### config.mk
export PLATFORM = sky130hd
export DESIGN_NAME = gfx_cmd_assembler
export DESIGN_NICKNAME = d
export VERILOG_FILES = /design/src/rtl/gfx_cmd_pkg.sv /design/src/rtl/gfx_cmd_fifo.sv /design/src/rtl/gfx_cmd_assembler.sv
export SDC_FILE = /design/constraint.sdc
export NUM_CORES = 1
export LEC_CHECK = 0
export ABC_AREA = 0
export CAP_MARGIN = 20
export CELL_PAD_IN_SITES_DETAIL_PLACEMENT = 0
export CELL_PAD_IN_SITES_GLOBAL_PLACEMENT = 1
export CORE_AREA = 2 2 231 233
export DETAILED_ROUTE_END_ITERATION = 8
export DIE_AREA = 0 0 233 235
export PLACE_DENSITY_LB_ADDON = 0.1
export SYNTH_ARGS = -nofsm -noshare
export SYNTH_HDL_FRONTEND = slang
export SYNTH_SLANG_ARGS = --single-unit
### constraint.sdc
create_clock -name clk -period 10.31 [get_ports clk]
set_clock_uncertainty 0.1 [all_clocks]
set_input_delay 1.031 -clock clk [delete_from_list [all_inputs] [get_ports clk]]
set_output_delay 1.031 -clock clk [all_outputs]
set_load 0.05 [all_outputs]
### src/rtl/gfx_cmd_pkg.sv
// rtl/gfx_cmd_pkg.sv - opcodes, argument lengths, FSM states and fill-rect field offsets
package gfx_cmd_pkg;

    localparam logic [7:0] OP_FILL_RECT = 8'd1;
    localparam logic [7:0] OP_LINE      = 8'd2;
    localparam logic [7:0] OP_PIXEL     = 8'd3;
    localparam logic [7:0] OP_CLEAR     = 8'd4;

    localparam logic [7:0] LEN_FILL_RECT = 8'd11;
    localparam logic [7:0] LEN_LINE      = 8'd9;
    localparam logic [7:0] LEN_PIXEL     = 8'd7;
    localparam logic [7:0] LEN_CLEAR     = 8'd3;

    // Byte indices within a fill-rect packet; index 0 sits in the payload MSBs.
    localparam int FR_X_HI   = 0;
    localparam int FR_X_LO   = 1;
    localparam int FR_Y_HI   = 2;
    localparam int FR_Y_LO   = 3;
    localparam int FR_WID_HI = 4;
    localparam int FR_WID_LO = 5;
    localparam int FR_HGT_HI = 6;
    localparam int FR_HGT_LO = 7;
    localparam int FR_R      = 8;
    localparam int FR_G      = 9;
    localparam int FR_B      = 10;

    typedef enum logic [1:0] {
        ST_IDLE    = 2'd0,
        ST_COLLECT = 2'd1,
        ST_PUSH    = 2'd2,
        ST_STALL   = 2'd3
    } state_t;

    // Zero marks an opcode with no table entry; the assembler treats it as invalid.
    function automatic logic [7:0] arg_len(input logic [7:0] op);
        case (op)
            OP_FILL_RECT: arg_len = LEN_FILL_RECT;
            OP_LINE:      arg_len = LEN_LINE;
            OP_PIXEL:     arg_len = LEN_PIXEL;
            OP_CLEAR:     arg_len = LEN_CLEAR;
            default:      arg_len = 8'd0;
        endcase
    endfunction

endpackage

### src/rtl/gfx_cmd_fifo.sv
// rtl/gfx_cmd_fifo.sv - synchronous show-ahead FIFO, head reads zero while empty
module gfx_cmd_fifo #(
    parameter int WIDTH = 8,
    parameter int DEPTH = 4
) (
    input  logic                       clk,
    input  logic                       rst_n,
    input  logic                       push,
    input  logic [WIDTH-1:0]           wr_data,
    input  logic                       pop,
    output logic [WIDTH-1:0]           rd_data,
    output logic                       full,
    output logic                       empty,
    output logic [$clog2(DEPTH+1)-1:0] count
);

    localparam int AW = $clog2(DEPTH);
    localparam int CW = $clog2(DEPTH + 1);

    logic [WIDTH-1:0] mem [DEPTH];
    logic [AW-1:0]    wr_ptr;
    logic [AW-1:0]    rd_ptr;
    logic             do_push;
    logic             do_pop;

    assign full    = (count == CW'(DEPTH));
    assign empty   = (count == '0);
    assign do_pop  = pop && !empty;
    // A push into a full FIFO is accepted only when a pop frees the slot in the same cycle.
    assign do_push = push && (!full || do_pop);
    assign rd_data = empty ? '0 : mem[rd_ptr];

    always_ff @(posedge clk) begin
        if (do_push) begin
            mem[wr_ptr] <= wr_data;
        end
    end

    always_ff @(posedge clk or negedge rst_n) begin
        if (!rst_n) begin
            wr_ptr <= '0;
            rd_ptr <= '0;
            count  <= '0;
        end else begin
            if (do_push) begin
                wr_ptr <= wr_ptr + AW'(1);
            end
            if (do_pop) begin
                rd_ptr <= rd_ptr + AW'(1);
            end
            case ({do_push, do_pop})
                2'b10:   count <= count + CW'(1);
                2'b01:   count <= count - CW'(1);
                default: count <= count;
            endcase
        end
    end

endmodule

### src/rtl/gfx_cmd_assembler.sv
// rtl/gfx_cmd_assembler.sv - byte-serial command packet assembler; CMD_TIMEOUT_EN adds inter-byte timeout
module gfx_cmd_assembler
    import gfx_cmd_pkg::*;
#(
    parameter int BYTE_W      = 8,
    parameter int MAX_ARGS    = 16,
    parameter int NUM_OPS     = 4,
    parameter int FIFO_DEPTH  = 4,
    parameter int TIMEOUT_CYC = 4096
) (
    input  logic                            clk,
    input  logic                            rst_,
    input  logic [7:0]                      cmd,
    input  logic [BYTE_W-1:0]               i2c_in_data,
    input  logic                            i2c_rts,
    output logic                            i2c_busy,
    output logic                            pkt_valid,
    input  logic                            pkt_ready,
    output logic [7:0]                      pkt_op,
    output logic [$clog2(MAX_ARGS+1)-1:0]   pkt_len,
    output logic [MAX_ARGS*BYTE_W-1:0]      pkt_data,
    output logic [$clog2(FIFO_DEPTH+1)-1:0] fifo_count,
    output logic                            err_opcode,
`ifdef CMD_TIMEOUT_EN
    output logic                            err_timeout,
`endif
    output logic                            err_overflow
);

    localparam int LEN_W   = $clog2(MAX_ARGS + 1);
    localparam int DATA_W  = MAX_ARGS * BYTE_W;
    localparam int ENTRY_W = 8 + LEN_W + DATA_W;

    state_t              state;
    logic [7:0]          cur_op;
    logic [LEN_W-1:0]    cur_len;
    logic [LEN_W-1:0]    cnt;
    logic [LEN_W-1:0]    cnt_nxt;
    logic [LEN_W-1:0]    new_len;
    logic [DATA_W-1:0]   pkt_buf;
    logic                cmd_ok;
    logic                start_new;
    logic                pop;
    logic                push_ok;
    logic                fifo_full;
    logic                fifo_empty;
    logic [ENTRY_W-1:0]  head;

    assign new_len = LEN_W'(arg_len(cmd));
    assign cmd_ok  = (cmd != 8'd0) && (int'(cmd) <= NUM_OPS) && (new_len != '0);
    assign cnt_nxt = cnt + LEN_W'(1);
    assign pop     = pkt_valid && pkt_ready;
    assign push_ok = ((state == ST_PUSH) || (state == ST_STALL)) && (!fifo_full || pop);

    // An opcode switch mid-packet restarts assembly with the switching byte as byte 0.
    assign start_new = i2c_rts && cmd_ok &&
                       ((state == ST_IDLE) || ((state == ST_COLLECT) && (cmd != cur_op)));

`ifdef CMD_TIMEOUT_EN
    localparam int TO_W = $clog2(TIMEOUT_CYC + 1);
    logic [TO_W-1:0] idle_cnt;
`endif

    always_ff @(posedge clk or negedge rst_) begin
        if (!rst_) begin
            state        <= ST_IDLE;
            cur_op       <= '0;
            cur_len      <= '0;
            cnt          <= '0;
            pkt_buf      <= '0;
            i2c_busy     <= 1'b0;
            err_opcode   <= 1'b0;
            err_overflow <= 1'b0;
`ifdef CMD_TIMEOUT_EN
            idle_cnt     <= '0;
            err_timeout  <= 1'b0;
`endif
        end else begin
            err_opcode   <= 1'b0;
            err_overflow <= 1'b0;
`ifdef CMD_TIMEOUT_EN
            err_timeout  <= 1'b0;
            idle_cnt     <= '0;
`endif
            case (state)
                ST_IDLE: begin
                    if (i2c_rts && !cmd_ok) begin
                        err_opcode <= 1'b1;
                    end
                end
                ST_COLLECT: begin
                    if (i2c_rts) begin
                        if (cmd == cur_op) begin
                            pkt_buf[(MAX_ARGS-1-int'(cnt))*BYTE_W +: BYTE_W] <= i2c_in_data;
                            cnt <= cnt_nxt;
                            if (cnt_nxt == cur_len) begin
                                state <= ST_PUSH;
                            end
                        end else begin
                            err_opcode <= 1'b1;
                            if (!cmd_ok) begin
                                state <= ST_IDLE;
                            end
                        end
                    end
`ifdef CMD_TIMEOUT_EN
                    else if (idle_cnt == TO_W'(TIMEOUT_CYC - 1)) begin
                        state       <= ST_IDLE;
                        err_timeout <= 1'b1;
                    end else begin
                        idle_cnt <= idle_cnt + TO_W'(1);
                    end
`endif
                end
                ST_PUSH: begin
                    if (push_ok) begin
                        state <= ST_IDLE;
                    end else begin
                        state    <= ST_STALL;
                        i2c_busy <= 1'b1;
                    end
                    if (i2c_rts) begin
                        err_overflow <= 1'b1;
                    end
                end
                default: begin
                    if (push_ok) begin
                        state    <= ST_IDLE;
                        i2c_busy <= 1'b0;
                    end
                    if (i2c_rts) begin
                        err_overflow <= 1'b1;
                    end
                end
            endcase

            if (start_new) begin
                cur_op  <= cmd;
                cur_len <= new_len;
                cnt     <= LEN_W'(1);
                pkt_buf <= {i2c_in_data, {(DATA_W-BYTE_W){1'b0}}};
                state   <= (new_len == LEN_W'(1)) ? ST_PUSH : ST_COLLECT;
            end
        end
    end

    gfx_cmd_fifo #(
        .WIDTH (ENTRY_W),
        .DEPTH (FIFO_DEPTH)
    ) u_fifo (
        .clk     (clk),
        .rst_n   (rst_),
        .push    (push_ok),
        .wr_data ({cur_op, cur_len, pkt_buf}),
        .pop     (pop),
        .rd_data (head),
        .full    (fifo_full),
        .empty   (fifo_empty),
        .count   (fifo_count)
    );

    assign pkt_valid = !fifo_empty;
    assign {pkt_op, pkt_len, pkt_data} = head;

endmodule

Word level (Yosys, flattened, before mapping)
Memory sizes are Yosys's and may differ from the RTL's. Index checks and enable logic that the tools add are counted.

Memory bits (read-only): 0. RAM bits: 564. Output and inout port bits: 148. Word-level logic and storage cells: 105. Memories: 1. Bits of input ports: 20. Bits in latches: 0. Flip-flop bits (word level): 158.

Add/subtract/negate cells: 7. Equality and inequality tests: 19. Divide/modulo/power cells: 0. Bitwise gates (word level): 1. Shift operators: 2. Magnitude comparators: 1. Reduce and logical (&&, ||, !) cells: 31. Muxes and demuxes: 32. Multipliers: 0.

Memory list: u_fifo.mem (depth 4, bits a word 141, read ports 1, clocked after Yosys merged registers in 0, wr ports 1, RTL line gfx_cmd_fifo.sv:20) `logic [WIDTH-1:0] mem [DEPTH];`.

Operators with widths (count): two-way mux 128 bit (4); two-way mux 141 bit (1); bitwise mux 128 bit (1); variable shift 8 x 33 -> 128 bit, first input constant (1); indexed part select 8 x 33 -> 128 bit (1); negator 9 -> 33 bit (1); two-way mux 5 bit (4); == test 8 x 2 -> 1 bit, second input constant (2); two-way mux 2 bit (8); one-hot mux 4 bit (4 select lines) (1); logical AND 1 bit (10); nonzero test 2 bit (5); two-way mux 1 bit (9); == test 8 x 1 -> 1 bit, second input constant (1); == test 8 x 3 -> 1 bit, second input constant (1); == test 8 bit (1); less-or-equal comparator 8 x 3 -> 1 bit, second input constant (1); != test 4 x 3 -> 1 bit, second input constant (2); != test 8 bit (1); nonzero test 8 bit (1); == test 2 bit, second input constant (3); one-hot mux 2 bit (3 select lines) (1); one-hot mux 3 bit (2 select lines) (1); AND reduction 3 bit (2); other kinds (21) (30).

Longest topological paths before layout
Gate-level depths: netlist of the first run.

Word-level depth: 9. Mapped depth: 12. Depth with buffers taken out: 10.

Hierarchy
A second synthesis of the first run with hierarchy kept.

Cells, all modules: 1571. Area total of the unflattened synthesis: 28889.0 µm².

By module, submodules not included: gfx_cmd_fifo (sequential area each 17111.4 µm², area each 21767.1 µm², times used 1, cells each 948); gfx_cmd_assembler (sequential area each 3753.6 µm², area each 7121.8 µm², times used 1, cells each 623).

Least setup slack after synthesis of the first run
Ideal clock, no wire load.

Path type: input -> register. From: in pkt_ready. To: mem u_fifo.mem[0][0] in the netlist's numbering (enable). Setup slack: 4.947 ns. Arrival: 4.747 ns. Path buffers: 1. Setup time: 0.516 ns. Stages: 4. Required time: 9.694 ns. Cells stage by stage: or4b_2 -> o21a_1 -> clkbuf_1 -> and2_1.

Longest elaborated chain between the ends: 6. Elaborated cells on any way between the ends: 8. Those cells by class: mux: 2; reduce/logical: 6.

Ends and longest elaborated chain: start, declared (RTL line gfx_cmd_assembler.sv:18) `input logic pkt_ready,`; logical AND 1 bit * (RTL line gfx_cmd_assembler.sv:52) `assign pop = pkt_valid && pkt_ready;`; logical OR 1 bit / logical AND 1 bit (equally long branches) (RTL line gfx_cmd_assembler.sv:53, gfx_cmd_fifo.sv:28); logical AND 1 bit / logical OR 1 bit (equally long branches) (RTL line gfx_cmd_assembler.sv:53, gfx_cmd_fifo.sv:30); logical AND 1 bit * (RTL line gfx_cmd_fifo.sv:30) `assign do_push = push && (!full || do_pop);`; two-way mux 1 bit * (RTL line gfx_cmd_fifo.sv:34) `if (do_push) begin`; two-way mux 1 bit (not written as such) * (RTL line gfx_cmd_fifo.sv:35) `mem[wr_ptr] <= wr_data;`; end, declared (RTL line gfx_cmd_fifo.sv:20).

Every way passes the cells marked *; elsewhere a longest branch is shown, timed or not.

Worst setup path after layout of the first run
From: reg u_fifo.rd_ptr[0]. To: out pkt_data[23].

Longest elaborated chain between the ends: 2.

Ends and longest elaborated chain: start, declared (RTL line gfx_cmd_fifo.sv:22) `logic [AW-1:0] rd_ptr;`; start signal, assigned (RTL line gfx_cmd_fifo.sv:49) `rd_ptr <= rd_ptr + AW'(1);`; memory (4 x 141 bit); two-way mux 141 bit (RTL line gfx_cmd_fifo.sv:31) `assign rd_data = empty ? '0 : mem[rd_ptr];`; end, declared (RTL line gfx_cmd_assembler.sv:21) `output logic [MAX_ARGS*BYTE_W-1:0] pkt_data,`.

Every way passes these cells.

==> flow_summary.toml, run 1 <==
[outcome]
outcome = "finished clean"

[sta]
timing.fmax_mhz = 172
final.min_clock_period_ns = 5.80
timing.final.hold_violations = 0
final.period_utilization_pct = 56.2
slew_violations = 0
max_slew_margin_pct = 23.2
setup_viol = 0
worstMarginPinSlew_ns = 1.15
finalSetupTns_ns = 0
timing.final.ws_setup_ns = 4.51
grt_setup_unrepaired = "no"

[setup_path]
worst_path_most_repeated_cell = "sky130_fd_sc_hd__buf_4"
endpoint_kind = "output port"
reg2reg_depth = 10
startpoint_type = "flip-flop"
worst-path-max-fanout = 45
worst-setup-path-type = "flip-flop to output port"
cp_slowest_cell = "sky130_fd_sc_hd__buf_4"
worst-endpoint-arrival_ns = 4.67
ff2ff_setup_slack_ns = 5.83
r2r-start = "cnt[0]"
cpLargestDelayFamily = "buffers and inverters"
cp_num_buf_inv = 3
worstReg2RegEnd = "pkt_buf[2]"
critical_path.max_stage_delay_ns = 0.89
required_time_reported_for_the_critical_path_endpoint_ns = 9.18
critical_path_cell_sequence = "buf_4, buf_4, mux4_2, and2_1, clkdlybuf4s50_1"

[layout]
antenna_cells = 0
flow.area_growth_from_synthesis_pct = 16.6
net_count_reported_at_finish = 1802
drive_gt1_share_pct = 16.8

[power_and_ir_drop]
power.clock.fraction_pct = 34.5
seq_power_share_pct = 43.4
ir_worst_vdd_mv = 0.239
power.density_nw_per_um2 = 223
power.net_switching_uw = 2150
leakagePower_uw = 0.0130
p_int_uw = 5260
p_comb_share_pct = 22.1
switching_share_pct = 29.0

[placed_design]
dp.final_hpwl_mm = 36.6
gp_congestion = 0.779
buffer_ports.inserted = 166
preCtsSetupSlack_ns = 5.02

[drt]
detail_route.wirelength_mm = 61.8
drt_first_pass_iters = 7
drtIter0Drc = 1189
routed_wire_length_per_instance_um = 24.6
route.vias.total = 14700
via_per_inst = 5.85
antenna_violating_nets_post_route = 0
detailed_route_drc_error_count = 0

[floorplanning]
fp-row-count = 84
design.die.area_um2 = 54800
die_width_um = 233
floorplan.io_pins = 168
initial_utilization_pct = 54.4
die-height_um = 235
core_area_um2 = 52200

[job]
maxCapViolations = 0

[clocking]
cts.sink_count = 717
cts_made_buffers = 71
clk_latency_ns = 0.60
htree_levels = 3
clk_pin_slew_worst_paths_ns = 0.06
tritoncts = "yes"
clock_path_buffers = 3
postCtsHoldBufs = 0
cts_root_buf = "sky130_fd_sc_hd__clkbuf_16"
post-cts-setup-buffer-count = 0
cts.repair.resized = 0

[grt]
grt_max_degree = 89
grt_overflow = 0
number_of_antenna_violations_at_the_first_check_in_global_routing = 1
gr-usage-all-layers_pct = 23.2
grt_pass1_vias = 15100
grt_first_pass_wirelength_mm = 94.1

[yosys]
synth-edff-count = 560
yosys_register_bits = 717
synth_largest_area_cell = "sky130_fd_sc_hd__edfxtp_1"
netlist_area_um2 = 28400
ys_top_cells_by_area = "sky130_fd_sc_hd__edfxtp_1 (59%), sky130_fd_sc_hd__dfrtp_1 (14%), sky130_fd_sc_hd__mux4_2 (11%), sky130_fd_sc_hd__and2_1 (3.4%), sky130_fd_sc_hd__mux2i_1 (1.5%)"
synthFlopType = "sky130_fd_sc_hd__edfxtp_1"
ys_async_sr_fraction_pct = 21.9
synth.yosys.seq_area_share_pct = 73.0
synthesis.yosys.warnings = 0
netlist.area_leader.share_pct = 59.1
synth_cell_type_count = 63
post_synth_inst_count = 1585
synth_fp_nets = 1622
syn-mean-instance-area_um2 = 17.9

[hold_path]
worstHoldPathType = "input port to asynchronous set/reset pin"
==> cells in the final DEF, fill, tap and decap left out, drive strengths merged, types with 14 or more instances in the layout <==
master         synthesis  final
a21oi                 51     51
a22o                  14     14
and2                 156    156
buf                   34     25
clkbuf                49    100
clkdlybuf4s50          0    165
clkinv                 0     22
dfrtp                157    157
edfxtp               560    560
ha                    16     16
inv                   16     18
mux2i                 43     43
mux4                 140    140
nand2                 75     75
nand2b                14     14
nand3                 41     41
nor2                  58     58
o21ai                 15     15
o2bb2ai               14     14
xor2                  15     15
==> how the worst max path moves through the flow <==
stage | slack (ns) | from | endpoint | depth (start not counted)
finish | 4.51 | u_fifo.rd_ptr[0] | pkt_data[23] | 5
global route | 4.13 | u_fifo.rd_ptr[0] | pkt_data[23] | 5
CTS | 4.35 | u_fifo.rd_ptr[0] | pkt_data[23] | 5
detailed placement | 5.02 | u_fifo.rd_ptr[0] | pkt_data[23] | 5
global placement | 5.00 | u_fifo.rd_ptr[0] | pkt_data[23] | 5
floorplan | 4.95 | pkt_ready | u_fifo.mem[0][0] | 4
==> kinds of logic (layout without fill, tap and decap cells) <==
family | after synthesis | after routing | synth area share, %
flops | 717 | 717 | 73.0
mux | 191 | 191 | 12.9
compound gates | 118 | 118 | 2.96
simple gates | 418 | 418 | 8.20
xor+xnor | 24 | 24 | 0.766
fa+ha+maj | 17 | 17 | 0.775
buf+inv | 99 | 337 | 1.40
other cells | 1 | 1 | 0.0132
==> layout make-up <==
type,instances,area (um^2)
timing repair buffer,190,1840
clock buffer,100,2030
sequential,717,20800
clock inverter,31,295
tap,688,861
fill,3752,19100
inverter,16,60.1
multi-input combinational,769,7320
==> registers in the layout (all words and copies together), names as in the netlist <==
register	flops
cur_len	4
u_fifo.mem	560
u_fifo.rd_ptr	2
u_fifo.count	3
pkt_buf	128
cur_op	8
u_fifo.wr_ptr	2
cnt	5
err_overflow	1
state	2
err_opcode	1
i2c_busy	1
==> Yosys cell counts (3+ instances only) <==
| library cell | n |
|---|---|
| sky130_fd_sc_hd__nor3_1 | 5 |
| sky130_fd_sc_hd__nor2_1 | 58 |
| sky130_fd_sc_hd__a32o_1 | 3 |
| sky130_fd_sc_hd__xnor2_1 | 9 |
| sky130_fd_sc_hd__a22o_1 | 14 |
| sky130_fd_sc_hd__nand4_1 | 12 |
| sky130_fd_sc_hd__buf_2 | 14 |
| sky130_fd_sc_hd__and2_1 | 156 |
| sky130_fd_sc_hd__inv_1 | 16 |
| sky130_fd_sc_hd__mux2i_1 | 43 |
| sky130_fd_sc_hd__nand3_1 | 41 |
| sky130_fd_sc_hd__or3b_2 | 6 |
| sky130_fd_sc_hd__and3_1 | 7 |
| sky130_fd_sc_hd__nand2b_1 | 14 |
| sky130_fd_sc_hd__a21oi_1 | 49 |
| sky130_fd_sc_hd__buf_1 | 18 |
| sky130_fd_sc_hd__o2bb2ai_1 | 14 |
| sky130_fd_sc_hd__nand3b_1 | 5 |
| sky130_fd_sc_hd__ha_1 | 16 |
| sky130_fd_sc_hd__edfxtp_1 | 560 |
| sky130_fd_sc_hd__mux4_2 | 140 |
| sky130_fd_sc_hd__nand2_1 | 75 |
| sky130_fd_sc_hd__mux2_2 | 8 |
| sky130_fd_sc_hd__nor2b_1 | 11 |
| sky130_fd_sc_hd__dfrtp_1 | 157 |
| sky130_fd_sc_hd__o21ai_0 | 13 |
| sky130_fd_sc_hd__or3_1 | 11 |
| sky130_fd_sc_hd__or3b_1 | 3 |
| sky130_fd_sc_hd__clkbuf_1 | 49 |
| sky130_fd_sc_hd__xor2_1 | 14 |
==> through the flow <==
stage	total power (uW)	cell area [um^2]	std cells	utilization, %	hold WS [ns]
global placement	4940	30800	2380	59.0	0.384
detailed placement	4940	30800	2380	59.0	0.401
global route	7680	33200	2511	63.5	0.431
CTS	7490	33200	2511	63.5	0.413
finish	7400	33200	2511	63.5	0.384
floorplan	4420	28400	1585	-	0.372
==> per-layer routing <==
layer | global-route usage, % | vias to the layer above | wire length [um]
li1 | - | 6468 | -
met1 | 32.7 | 7716 | 26600
met2 | 37.6 | 416 | 30500
met3 | 3.60 | 84 | 3110
met4 | 7.60 | 0 | 1530
met5 | 0 | - | 0
==> power groups by stage <==
stage	clock network (uW)	logic (uW)	registers, uW
6_report	2550	1640	3210
5_1_grt	2720	1730	3230
4_1_cts	2600	1670	3220
3_5_place_dp	0	1660	3280
3_3_place_gp	0	1670	3280
2_1_floorplan	0	1210	3210
(Power assumes the default switching activity.)
==> run 2: changes to the inputs <==
--- a/config.mk
+++ b/config.mk
@@ -9,9 +9,9 @@
 export CAP_MARGIN = 20
 export CELL_PAD_IN_SITES_DETAIL_PLACEMENT = 0
 export CELL_PAD_IN_SITES_GLOBAL_PLACEMENT = 1
-export CORE_AREA = 2 2 231 233
+export CORE_AREA = 2 2 252 254
 export DETAILED_ROUTE_END_ITERATION = 8
-export DIE_AREA = 0 0 233 235
+export DIE_AREA = 0 0 254 256
 export PLACE_DENSITY_LB_ADDON = 0.1
 export SYNTH_ARGS = -nofsm -noshare
 export SYNTH_HDL_FRONTEND = slang
==> constraint.sdc (replaced) <==
create_clock -name clk -period 4.9 [get_ports clk]
set_clock_uncertainty 0.1 [all_clocks]
set_input_delay 0.49 -clock clk [delete_from_list [all_inputs] [get_ports clk]]
set_output_delay 0.49 -clock clk [all_outputs]
set_load 0.05 [all_outputs]
==> flow_summary.toml, run 2 (same netlist as run 1, synthesis figures left out) <==
[grt]
gr-usage-all-layers_pct = 20.5
grt_first_pass_wirelength_mm = 98.6
grt_max_degree = 103
grt_overflow = 0
number_of_antenna_violations_at_the_first_check_in_global_routing = 3
grt_pass1_vias = 15600

[drt]
detail_route.wirelength_mm = 64.7
route.vias.total = 14700
detailed_route_drc_error_count = 0
via_per_inst = 5.44
drt_first_pass_iters = 7
drtIter0Drc = 1050
routed_wire_length_per_instance_um = 23.9
antenna_violating_nets_post_route = 0

[setup_path]
ff2ff_setup_slack_ns = 0.60
worst-endpoint-arrival_ns = 4.71
required_time_reported_for_the_critical_path_endpoint_ns = 5.31
startpoint_type = "flip-flop"
worst-setup-path-type = "flip-flop to flip-flop"
endpoint_kind = "flip-flop"
worst-path-max-fanout = 23

[layout]
drive_gt1_share_pct = 17.9
seq_area_um2 = 20800
net_count_reported_at_finish = 1833
top_regs = "u_fifo.mem (560), pkt_buf (128), cur_op (8)"
mostFrequentLayoutCell = "sky130_fd_sc_hd__edfxtp_1"
multiInputGateArea_um2 = 7310
number_of_flip_flops_in_the_largest_register = 560
final_cell_mix = "sky130_fd_sc_hd__edfxtp_1 (560), sky130_fd_sc_hd__clkdlybuf4s50_1 (165), sky130_fd_sc_hd__dfrtp_1 (155)"
num-fill-cells = 5054
flow.area_growth_from_synthesis_pct = 19.1
registers.top_by_ff_count = "u_fifo.mem"
utilization_pct = 54.3
antenna_cells = 0

[sta]
final.period_utilization_pct = 87.7
timing.final.hold_violations = 0
slew_violations = 0
max_slew_margin_pct = 34.3
timing.hold.ws_ns = 0.314
finalSetupTns_ns = 0
final.min_clock_period_ns = 4.30
timing.fmax_mhz = 233
worstMarginPinSlew_ns = 0.980
setup_viol = 0
grt_setup_unrepaired = "no"

[clocking]
clk_pin_slew_worst_paths_ns = 0.06
cts_root_buf = "sky130_fd_sc_hd__clkbuf_16"
clock_path_buffers = 3
clk_latency_ns = 0.61
postCtsHoldBufs = 1
cts.repair.resized = 0
htree_levels = 3
cts.sink_count = 717
post-cts-setup-buffer-count = 0
cts_made_buffers = 74
tritoncts = "yes"

[placed_design]
gp_congestion = 0.814
buffer_ports.inserted = 166
dp.final_hpwl_mm = 39.2

[floorplanning]
die-height_um = 256
initial_utilization_pct = 45.6
design.die.area_um2 = 65000
core_area_um2 = 62400
fp-row-count = 92
floorplan.io_pins = 168
die_width_um = 254

[power_and_ir_drop]
leakagePower_uw = 0.0133
power.total_uw = 16000
ir_worst_vdd_mv = 0.448
power.density_nw_per_um2 = 473

[outcome]
outcome = "finished clean"

[hold_path]
worstHoldPathType = "input port to asynchronous set/reset pin"

[job]
maxCapViolations = 0
==> run 2: changes by cell type in the layout (fill, tap and decap cells not counted), sizes merged <==
cell         previous run  this run
dlygate4sd3             0         1
bufinv                  5         7
clkbuf                100       110
buf                    25        52
inv                    18        17
clkinvlp                2         0
clkinv                 22        18
==> run 2: critical path, cell delays in order, from the launching register on <==
cell and delay, ns:
sky130_fd_sc_hd__dfrtp_1 0.57, sky130_fd_sc_hd__nand3_1 0.22, sky130_fd_sc_hd__nand3b_1 0.23, sky130_fd_sc_hd__inv_1 0.08
sky130_fd_sc_hd__ha_1 0.45, sky130_fd_sc_hd__nor4bb_1 0.35, sky130_fd_sc_hd__nand4_1 0.32, sky130_fd_sc_hd__a21oi_2 0.53
sky130_fd_sc_hd__nand4_1 0.57, sky130_fd_sc_hd__or3b_2 0.63, sky130_fd_sc_hd__a21oi_1 0.15
==> run 2: power by group <==
group	switching (uW)	internal [uW]	leakage [uW]
combinational	2110	1450	0.00377
sequential	260	6560	0.00832
clock	2230	3420	0.00121
total	4600	11400	0.0133
==> run 2: per-stage QoR <==
| step | cells | instance area, um^2 | worst slack [ns] |
|---|---|---|---|
| after floorplan | 1585 | 28400 | 1.34 |
| after global placement | 2564 | 31400 | 0.843 |
| after detailed placement | 2565 | 31400 | 0.678 |
| after CTS | 2702 | 33900 | 0.654 |
| after global routing | 2702 | 33900 | 0.250 |
| final | 2702 | 33900 | 0.602 |
==> run 2: final cells by class <==
type                    count  share of cell area, %
clock buffers             110                   6.39
clock inverters            26                  0.883
inverters                  16                  0.177
multi-input cells         769                   21.6
flip-flops and latches    717                   61.3
well taps                 846                   3.13
repair buffers            218                   6.56
==> run 2: final timing paths <==
| check | startpoint | to | depth (start not counted) |
|---|---|---|---|
| hold reg to reg | pkt_buf[123] | u_fifo.mem[0][123] | 0 |
| hold / removal | rst_ | pkt_buf[124] | 2 |
| max in group asynchronous | rst_ | pkt_buf[77] | 3 |
| setup / recovery | cnt[0] | pkt_buf[3] | 10 |
| setup reg to reg | cnt[0] | pkt_buf[3] | 10 |
| min in group clk | pkt_buf[123] | u_fifo.mem[0][123] | 0 |
==> run 2: per-layer routing <==
metal	global-route usage (%)	routed length [um]
met1	28.3	28100
met2	34.3	32600
met3	2.98	2710
met4	5.72	1230
met5	0	0
